==> src/rtl/seven_seg_scanner_if.sv <==
// seven_seg_scanner_if
// Bundles the scanner's control inputs and display outputs.
//   master : drives en/load/value/dp_in/blank_lz, observes the display lines
//   slave  : the scanner itself
//   en        scan enable (0 = dark, scan frozen)
//   load      one-cycle strobe capturing value/dp_in into the pending buffer
//   value     4*NUM_DIGITS hex value, nibble i -> digit i (digit 0 rightmost)
//   dp_in     per-digit decimal point, 1 = lit
//   blank_lz  suppress leading zeros
//   an        active-low anode select
//   seg       active-low segments {g,f,e,d,c,b,a}
//   dp        active-low decimal point
//   digit_idx index of the digit currently driven
//   commit    one-cycle pulse when pending data becomes displayed
interface seven_seg_scanner_if #(
    parameter int NUM_DIGITS = 4
);
    localparam int IW = (NUM_DIGITS > 1) ? $clog2(NUM_DIGITS) : 1;

    logic                    en;
    logic                    load;
    logic [4*NUM_DIGITS-1:0] value;
    logic [NUM_DIGITS-1:0]   dp_in;
    logic                    blank_lz;
    logic [NUM_DIGITS-1:0]   an;
    logic [6:0]              seg;
    logic                    dp;
    logic [IW-1:0]           digit_idx;
    logic                    commit;

    modport master (
        output en, load, value, dp_in, blank_lz,
        input  an, seg, dp, digit_idx, commit
    );

    modport slave (
        input  en, load, value, dp_in, blank_lz,
        output an, seg, dp, digit_idx, commit
    );
endinterface

==> src/rtl/seven_seg_scanner.sv <==
// seven_seg_scanner
// Time-multiplexed driver for a common-anode multi-digit 7-segment display.
// One digit is driven per REFRESH_DIV-cycle slot; new values are held in a
// pending buffer and only committed when the scan wraps back to digit 0, so a
// frame never mixes old and new digits.
//   clk  : system clock, rising edge
//   rst  : synchronous active-high reset
//   bus  : seven_seg_scanner_if.slave (controls in, display lines out)
module seven_seg_scanner #(
    parameter int NUM_DIGITS  = 4,
    parameter int REFRESH_DIV = 50000
) (
    input  logic                 clk,
    input  logic                 rst,
    seven_seg_scanner_if.slave   bus
);
    localparam int IW = (NUM_DIGITS > 1) ? $clog2(NUM_DIGITS) : 1;
    localparam int PW = $clog2(REFRESH_DIV);
    localparam logic [PW-1:0] PMAX = PW'(REFRESH_DIV - 1);
    localparam logic [IW-1:0] IMAX = IW'(NUM_DIGITS - 1);
    localparam int VW = 4 * NUM_DIGITS;

    // active-high segment pattern {g,f,e,d,c,b,a}
    function automatic logic [6:0] hex7(input logic [3:0] h);
        case (h)
            4'h0: hex7 = 7'h3F;
            4'h1: hex7 = 7'h06;
            4'h2: hex7 = 7'h5B;
            4'h3: hex7 = 7'h4F;
            4'h4: hex7 = 7'h66;
            4'h5: hex7 = 7'h6D;
            4'h6: hex7 = 7'h7D;
            4'h7: hex7 = 7'h07;
            4'h8: hex7 = 7'h7F;
            4'h9: hex7 = 7'h6F;
            4'hA: hex7 = 7'h77;
            4'hB: hex7 = 7'h7C;
            4'hC: hex7 = 7'h39;
            4'hD: hex7 = 7'h5E;
            4'hE: hex7 = 7'h79;
            default: hex7 = 7'h71;
        endcase
    endfunction

    logic [PW-1:0]         pcnt;
    logic [IW-1:0]         idx;
    logic [VW-1:0]         disp_val, pend_val;
    logic [NUM_DIGITS-1:0] disp_dp, pend_dp;
    logic                  pend_v;
    logic                  commit_r;
    logic [NUM_DIGITS-1:0] an_r;
    logic [6:0]            seg_r;
    logic                  dp_r;

    logic                  tick, wrap, do_commit;
    logic [IW-1:0]         idx_nx;
    logic [VW-1:0]         val_nx;
    logic [NUM_DIGITS-1:0] dpv_nx;
    logic [3:0]            nib;
    logic                  blank;
    logic [NUM_DIGITS-1:0] an_nx;
    logic [6:0]            seg_nx;
    logic                  dp_nx;

    assign tick      = bus.en && (pcnt == PMAX);
    assign wrap      = tick && (idx == IMAX);
    assign do_commit = wrap && (bus.load || pend_v);
    assign idx_nx    = !tick ? idx : (idx == IMAX) ? '0 : idx + 1'b1;

    // Value that will be on display after this edge; a load landing on the
    // wrap tick skips the buffer so it appears in the same cycle.
    always_comb begin
        val_nx = disp_val;
        dpv_nx = disp_dp;
        if (wrap && bus.load) begin
            val_nx = bus.value;
            dpv_nx = bus.dp_in;
        end else if (wrap && pend_v) begin
            val_nx = pend_val;
            dpv_nx = pend_dp;
        end
    end

    // Outputs are computed from next-state index/value so they move on the
    // tick edge itself rather than one cycle later.
    always_comb begin
        nib    = val_nx[4*int'(idx_nx) +: 4];
        // digit and everything above it zero <=> value shifted down is zero
        blank  = bus.blank_lz && (idx_nx != '0) && ((val_nx >> (4*int'(idx_nx))) == '0);
        an_nx  = ~(NUM_DIGITS'(1) << idx_nx);
        seg_nx = blank ? 7'h7F : ~hex7(nib);
        dp_nx  = ~dpv_nx[idx_nx];
        if (!bus.en) begin
            an_nx  = '1;
            seg_nx = 7'h7F;
            dp_nx  = 1'b1;
        end
    end

    always_ff @(posedge clk) begin
        if (rst) begin
            pcnt     <= '0;
            idx      <= '0;
            disp_val <= '0;
            disp_dp  <= '0;
            pend_val <= '0;
            pend_dp  <= '0;
            pend_v   <= 1'b0;
            commit_r <= 1'b0;
            an_r     <= ~NUM_DIGITS'(1);
            seg_r    <= 7'h40;
            dp_r     <= 1'b1;
        end else begin
            if (bus.en)
                pcnt <= tick ? '0 : pcnt + 1'b1;
            idx      <= idx_nx;
            disp_val <= val_nx;
            disp_dp  <= dpv_nx;
            commit_r <= do_commit;
            if (do_commit) begin
                pend_v <= 1'b0;
            end else if (bus.load) begin
                pend_val <= bus.value;
                pend_dp  <= bus.dp_in;
                pend_v   <= 1'b1;
            end
            an_r  <= an_nx;
            seg_r <= seg_nx;
            dp_r  <= dp_nx;
        end
    end

    assign bus.an        = an_r;
    assign bus.seg       = seg_r;
    assign bus.dp        = dp_r;
    assign bus.digit_idx = idx;
    assign bus.commit    = commit_r;
endmodule
==> src/flat_wrapper.sv <==
// flat-port wrapper written by rule: the top's interface ports become plain ports
module seven_seg_scanner_flat 
#(
    parameter int NUM_DIGITS  = 4,
    parameter int REFRESH_DIV = 50000
)
  (clk, rst, bus_en, bus_load, bus_value, bus_dp_in, bus_blank_lz, bus_an, bus_seg, bus_dp, bus_digit_idx, bus_commit);
  seven_seg_scanner_if #(.NUM_DIGITS(NUM_DIGITS)) bus_i ();
  input  logic clk;
  input  logic rst;
  input wire logic [$bits(bus_i.en)-1:0] bus_en;
  input wire logic [$bits(bus_i.load)-1:0] bus_load;
  input wire logic [$bits(bus_i.value)-1:0] bus_value;
  input wire logic [$bits(bus_i.dp_in)-1:0] bus_dp_in;
  input wire logic [$bits(bus_i.blank_lz)-1:0] bus_blank_lz;
  output wire logic [$bits(bus_i.an)-1:0] bus_an;
  output wire logic [$bits(bus_i.seg)-1:0] bus_seg;
  output wire logic [$bits(bus_i.dp)-1:0] bus_dp;
  output wire logic [$bits(bus_i.digit_idx)-1:0] bus_digit_idx;
  output wire logic [$bits(bus_i.commit)-1:0] bus_commit;
  assign bus_i.en = bus_en;
  assign bus_i.load = bus_load;
  assign bus_i.value = bus_value;
  assign bus_i.dp_in = bus_dp_in;
  assign bus_i.blank_lz = bus_blank_lz;
  assign bus_an = bus_i.an;
  assign bus_seg = bus_i.seg;
  assign bus_dp = bus_i.dp;
  assign bus_digit_idx = bus_i.digit_idx;
  assign bus_commit = bus_i.commit;
  seven_seg_scanner #(.NUM_DIGITS(NUM_DIGITS), .REFRESH_DIV(REFRESH_DIV)) u_core (.clk(clk), .rst(rst), .bus(bus_i));
endmodule
==> config.mk <==
export PLATFORM = sky130hd
export DESIGN_NAME = seven_seg_scanner_flat
export DESIGN_NICKNAME = d
export VERILOG_FILES = /design/src/rtl/seven_seg_scanner_if.sv /design/src/rtl/seven_seg_scanner.sv /design/src/flat_wrapper.sv
export SDC_FILE = /design/constraint.sdc
export NUM_CORES = 1
export LEC_CHECK = 0
export BUFFER_PORTS_ARGS = -buffer_cell sky130_fd_sc_hd__buf_4
export CORE_UTILIZATION = 53
export DETAILED_ROUTE_END_ITERATION = 16
export PLACE_DENSITY = 0.86
export SLEW_MARGIN = 20
export SYNTH_ARGS = -nofsm -noshare
export SYNTH_HDL_FRONTEND = slang
export SYNTH_SLANG_ARGS = --single-unit
==> constraint.sdc <==
create_clock -name clk -period 3.2 [get_ports clk]
set_input_delay 0.16 -clock clk [delete_from_list [all_inputs] [get_ports clk]]
set_output_delay 0.16 -clock clk [all_outputs]
set_load 0.005 [all_outputs]
==> impl_metrics.env <==
export IMPL_drv_slew=0
export IMPL_p_per_area_nw_per_um2=388.9
export IMPL_seq_area_um2=1449
export IMPL_drtAntennaViolNets=0
export IMPL_syn_area_um2=3734
export IMPL_num_rows=30
export IMPL_synth_top_area_frac=0.3861
export IMPL_hold_depth=3
export IMPL_worstReg2RegEnd="u_core.bus.seg[0]"
export IMPL_hold_start="bus_dp_in[1]"
export IMPL_period_share=1.001
export IMPL_setup_slack_ps=-2.803
export IMPL_multiInputGateArea_um2=2235
export IMPL_viasPerCell=6.040
export IMPL_status="complete, but fails checks"
export IMPL_ys_top_cells_by_area="dfxtp_1 39%, nand2_1 7.3%, nor2_1 4.4%"
export IMPL_final_cell_mix="72 x nand2_1, 72 x buf_4, 68 x dfxtp_1, 42 x nor2_1, 27 x a21oi_1"
export IMPL_clock_skew_ps=9.435
export IMPL_hold_viol=0
export IMPL_antenna_cells=0
export IMPL_initial_utilization=0.5495
export IMPL_hp_class="input port to flop"
export IMPL_synth_top_area_cell="dfxtp_1"
export IMPL_cp_required_ps=3470
export IMPL_place_ws_ps=-85.12
export IMPL_dp_hpwl_mm=7.048
export IMPL_cp_arrival_ps=3470
export IMPL_async_flop_share=0
export IMPL_cts_hold_buf=0
export IMPL_design_core_area_um2=6794
export IMPL_numCtsBuffers=9
export IMPL_min_to="u_core.pend_dp[1]"
export IMPL_wl_mm=10.67
export IMPL_yosysWarnings=0
export IMPL_clkLatencyLatePin_ps=360
export IMPL_ff2ff_setup_slack_ps=-3
export IMPL_finalSetupViolations=1
export IMPL_synth_edf_count=0
export IMPL_ctsHtreeMaxLevel=3
export IMPL_cp_start_kind="flop"
export IMPL_failed_checks="setup timing"
export IMPL_die_w_um=85.93
export IMPL_vias=3666
export IMPL_rsz0062_at_grt="yes"
export IMPL_dieHeight_um=85.93
export IMPL_fin_crit_ps=3203
export IMPL_yosys_most_used_dff="dfxtp_1"
export IMPL_placed_area_um2=4215
export IMPL_cts_tree="done"
export IMPL_cts_root_buf="clkbuf_8"
export IMPL_drt_iter0_markers=260
export IMPL_die_area_um2=7384
export IMPL_rr_worst_depth=14
export IMPL_cts_buffer_depth=2
export IMPL_globalplace_congestion=0.9378
export IMPL_antenna_found_initial=0
export IMPL_syn_nets=480
export IMPL_syn_inst=447
export IMPL_path_clk_slew_ps=80
export IMPL_grt_pass1_vias=3472
export IMPL_grt_pass1_wl_mm=16.26
export IMPL_crit_type="flop to flop"
export IMPL_clock_sinks=72
export IMPL_yosysUniqueCellTypes=64
export IMPL_timing_rr_start="u_core.pcnt[0]"
export IMPL_drv_cap=0
export IMPL_drive_gt1_frac=0.2564
export IMPL_wl_per_cell_um=17.58
export IMPL_tns_ps=-2.803
export IMPL_relSlewSlack=0.4680
export IMPL_avgSynthCellArea_um2=8.353
export IMPL_ys_seq_area_frac=0.3861
export IMPL_dr_pass1_iters=5
export IMPL_ys_seq_elements=72
export IMPL_fin_nets=540
export IMPL_track_usage=0.2829
export IMPL_syn_to_final_growth_pct=24.70
export IMPL_p_leak_nw=1.852
export IMPL_fillers=497
export IMPL_io_pins=40
export IMPL_path_max_fanout=8
export IMPL_worst_pin_slew_ps=798.0
export IMPL_grt_max_degree=48
export IMPL_clock_fmax_mhz=312.2
export IMPL_design_area_um2=4656
export IMPL_ir_drop_mv=0.3090
export IMPL_portBuffers=39
export IMPL_grt_ovfl_total=0
export IMPL_drc=0
export IMPL_end_kind="flop"
-- sequential cells by signal, summed over array words and instances (netlist names) --
| name | cells |
|---|---|
| u_core.disp_val | 16 |
| u_core.pcnt | 16 |
| u_core.pend_val | 16 |
| u_core.bus.seg | 7 |
| u_core.bus.an | 4 |
| u_core.disp_dp | 4 |
| u_core.pend_dp | 4 |
| u_core.bus.digit_idx | 2 |
| u_core.bus.commit | 1 |
| u_core.bus.dp | 1 |
| u_core.pend_v | 1 |
-- critical path, cell delays in order (launching register included) --
cell	delay (ps)
dfxtp_2	380
ha_4	150
and4_4	210
and4_4	260
buf_12	140
mux2_4	360
nor2_4	140
a22o_1	180
nor2_2	50
inv_1	70
ha_2	190
nand2_2	70
or3_4	350
o311a_4	360
a41oi_2	190
-- worst max-delay path by stage --
stage                     slack (ps)           start                end
after floorplan                   20  u_core.pcnt[5]  u_core.bus.seg[0]
after global placement            70  u_core.pcnt[0]  u_core.bus.seg[3]
after detailed placement         -90  u_core.pcnt[0]  u_core.bus.seg[0]
after CTS                          1  u_core.pcnt[0]  u_core.bus.seg[0]
after global routing            -120  u_core.pcnt[7]  u_core.bus.seg[0]
final                             -3  u_core.pcnt[0]  u_core.bus.seg[0]
-- repair_timing --
item,4_1_cts,5_1_grt
buffers inserted,2,8
setup endpoints to repair,7,7
resized for setup,3,27
pin swaps,1,13
hold endpoints to repair,0,0
cloned,1,1
-- final cells by class --
class	count	share of cell area
clock inverters	2	0.008062
well taps	96	0.02580
clock buffers	13	0.03628
inverters	10	0.008062
flip-flops and latches	72	0.3112
multi-input cells	338	0.4800
repair buffers	76	0.1306
-- cells by family after synthesis --
| family | after synthesis | share of synthesized area |
|---|---|---|
| simple gates | 203 | 0.2694 |
| compound gates | 99 | 0.2007 |
| flops | 72 | 0.3861 |
| buf+inv | 38 | 0.04725 |
| xor+xnor | 14 | 0.03284 |
| mux | 13 | 0.03686 |
| fa+ha+maj | 8 | 0.02681 |
-- synthesized netlist by cell type, types with 3 or more instances --
master	instances
nor3_1	7
clkbuf_1	14
xnor2_1	3
nand4b_1	3
nor2_1	44
a211oi_1	4
nand3_1	22
and2_1	14
o21ai_1	4
a31oi_1	9
inv_1	10
nand2_1	73
dfxtp_1	72
o21ai_0	8
and3_1	8
a41oi_1	6
buf_2	9
o211ai_1	5
o221ai_1	3
mux2i_1	10
a21oi_1	27
nand4_1	3
or3_1	9
nand2b_1	3
ha_1	8
xor2_1	11
o221a_2	5
o32a_1	3
-- metal layers --
metal | track usage | up-vias | share of wire | wire, um
met5 | 0 | - | 0 | 0
li1 | - | 1725 | - | -
met1 | 0.3353 | 1726 | 0.41 | 4370
met4 | 0.1515 | 0 | 0.044 | 465
met3 | 0.07796 | 40 | 0.065 | 690
met2 | 0.4654 | 175 | 0.48 | 5148
-- stage by stage --
step                      total power [mW]  hold slack (ps)  utilization  std cells
after floorplan                      1.016            291.3            -        447
after global placement               1.067            416.3       0.6204        580
after detailed placement             1.072            428.1       0.6204        580
after global routing                 1.873            56.01       0.6853        607
after CTS                            1.812            49.64       0.6558        598
final                                1.811            50.98       0.6853        607
-- power by group --
| part | internal (mW) | switching, mW |
|---|---|---|
| clock network | 0.420 | 0.333 |
| registers | 0.916 | 0.0137 |
| logic | 0.0557 | 0.0723 |
| total | 1.39 | 0.419 |
Note: power is estimated with default switching activity, not from simulation.
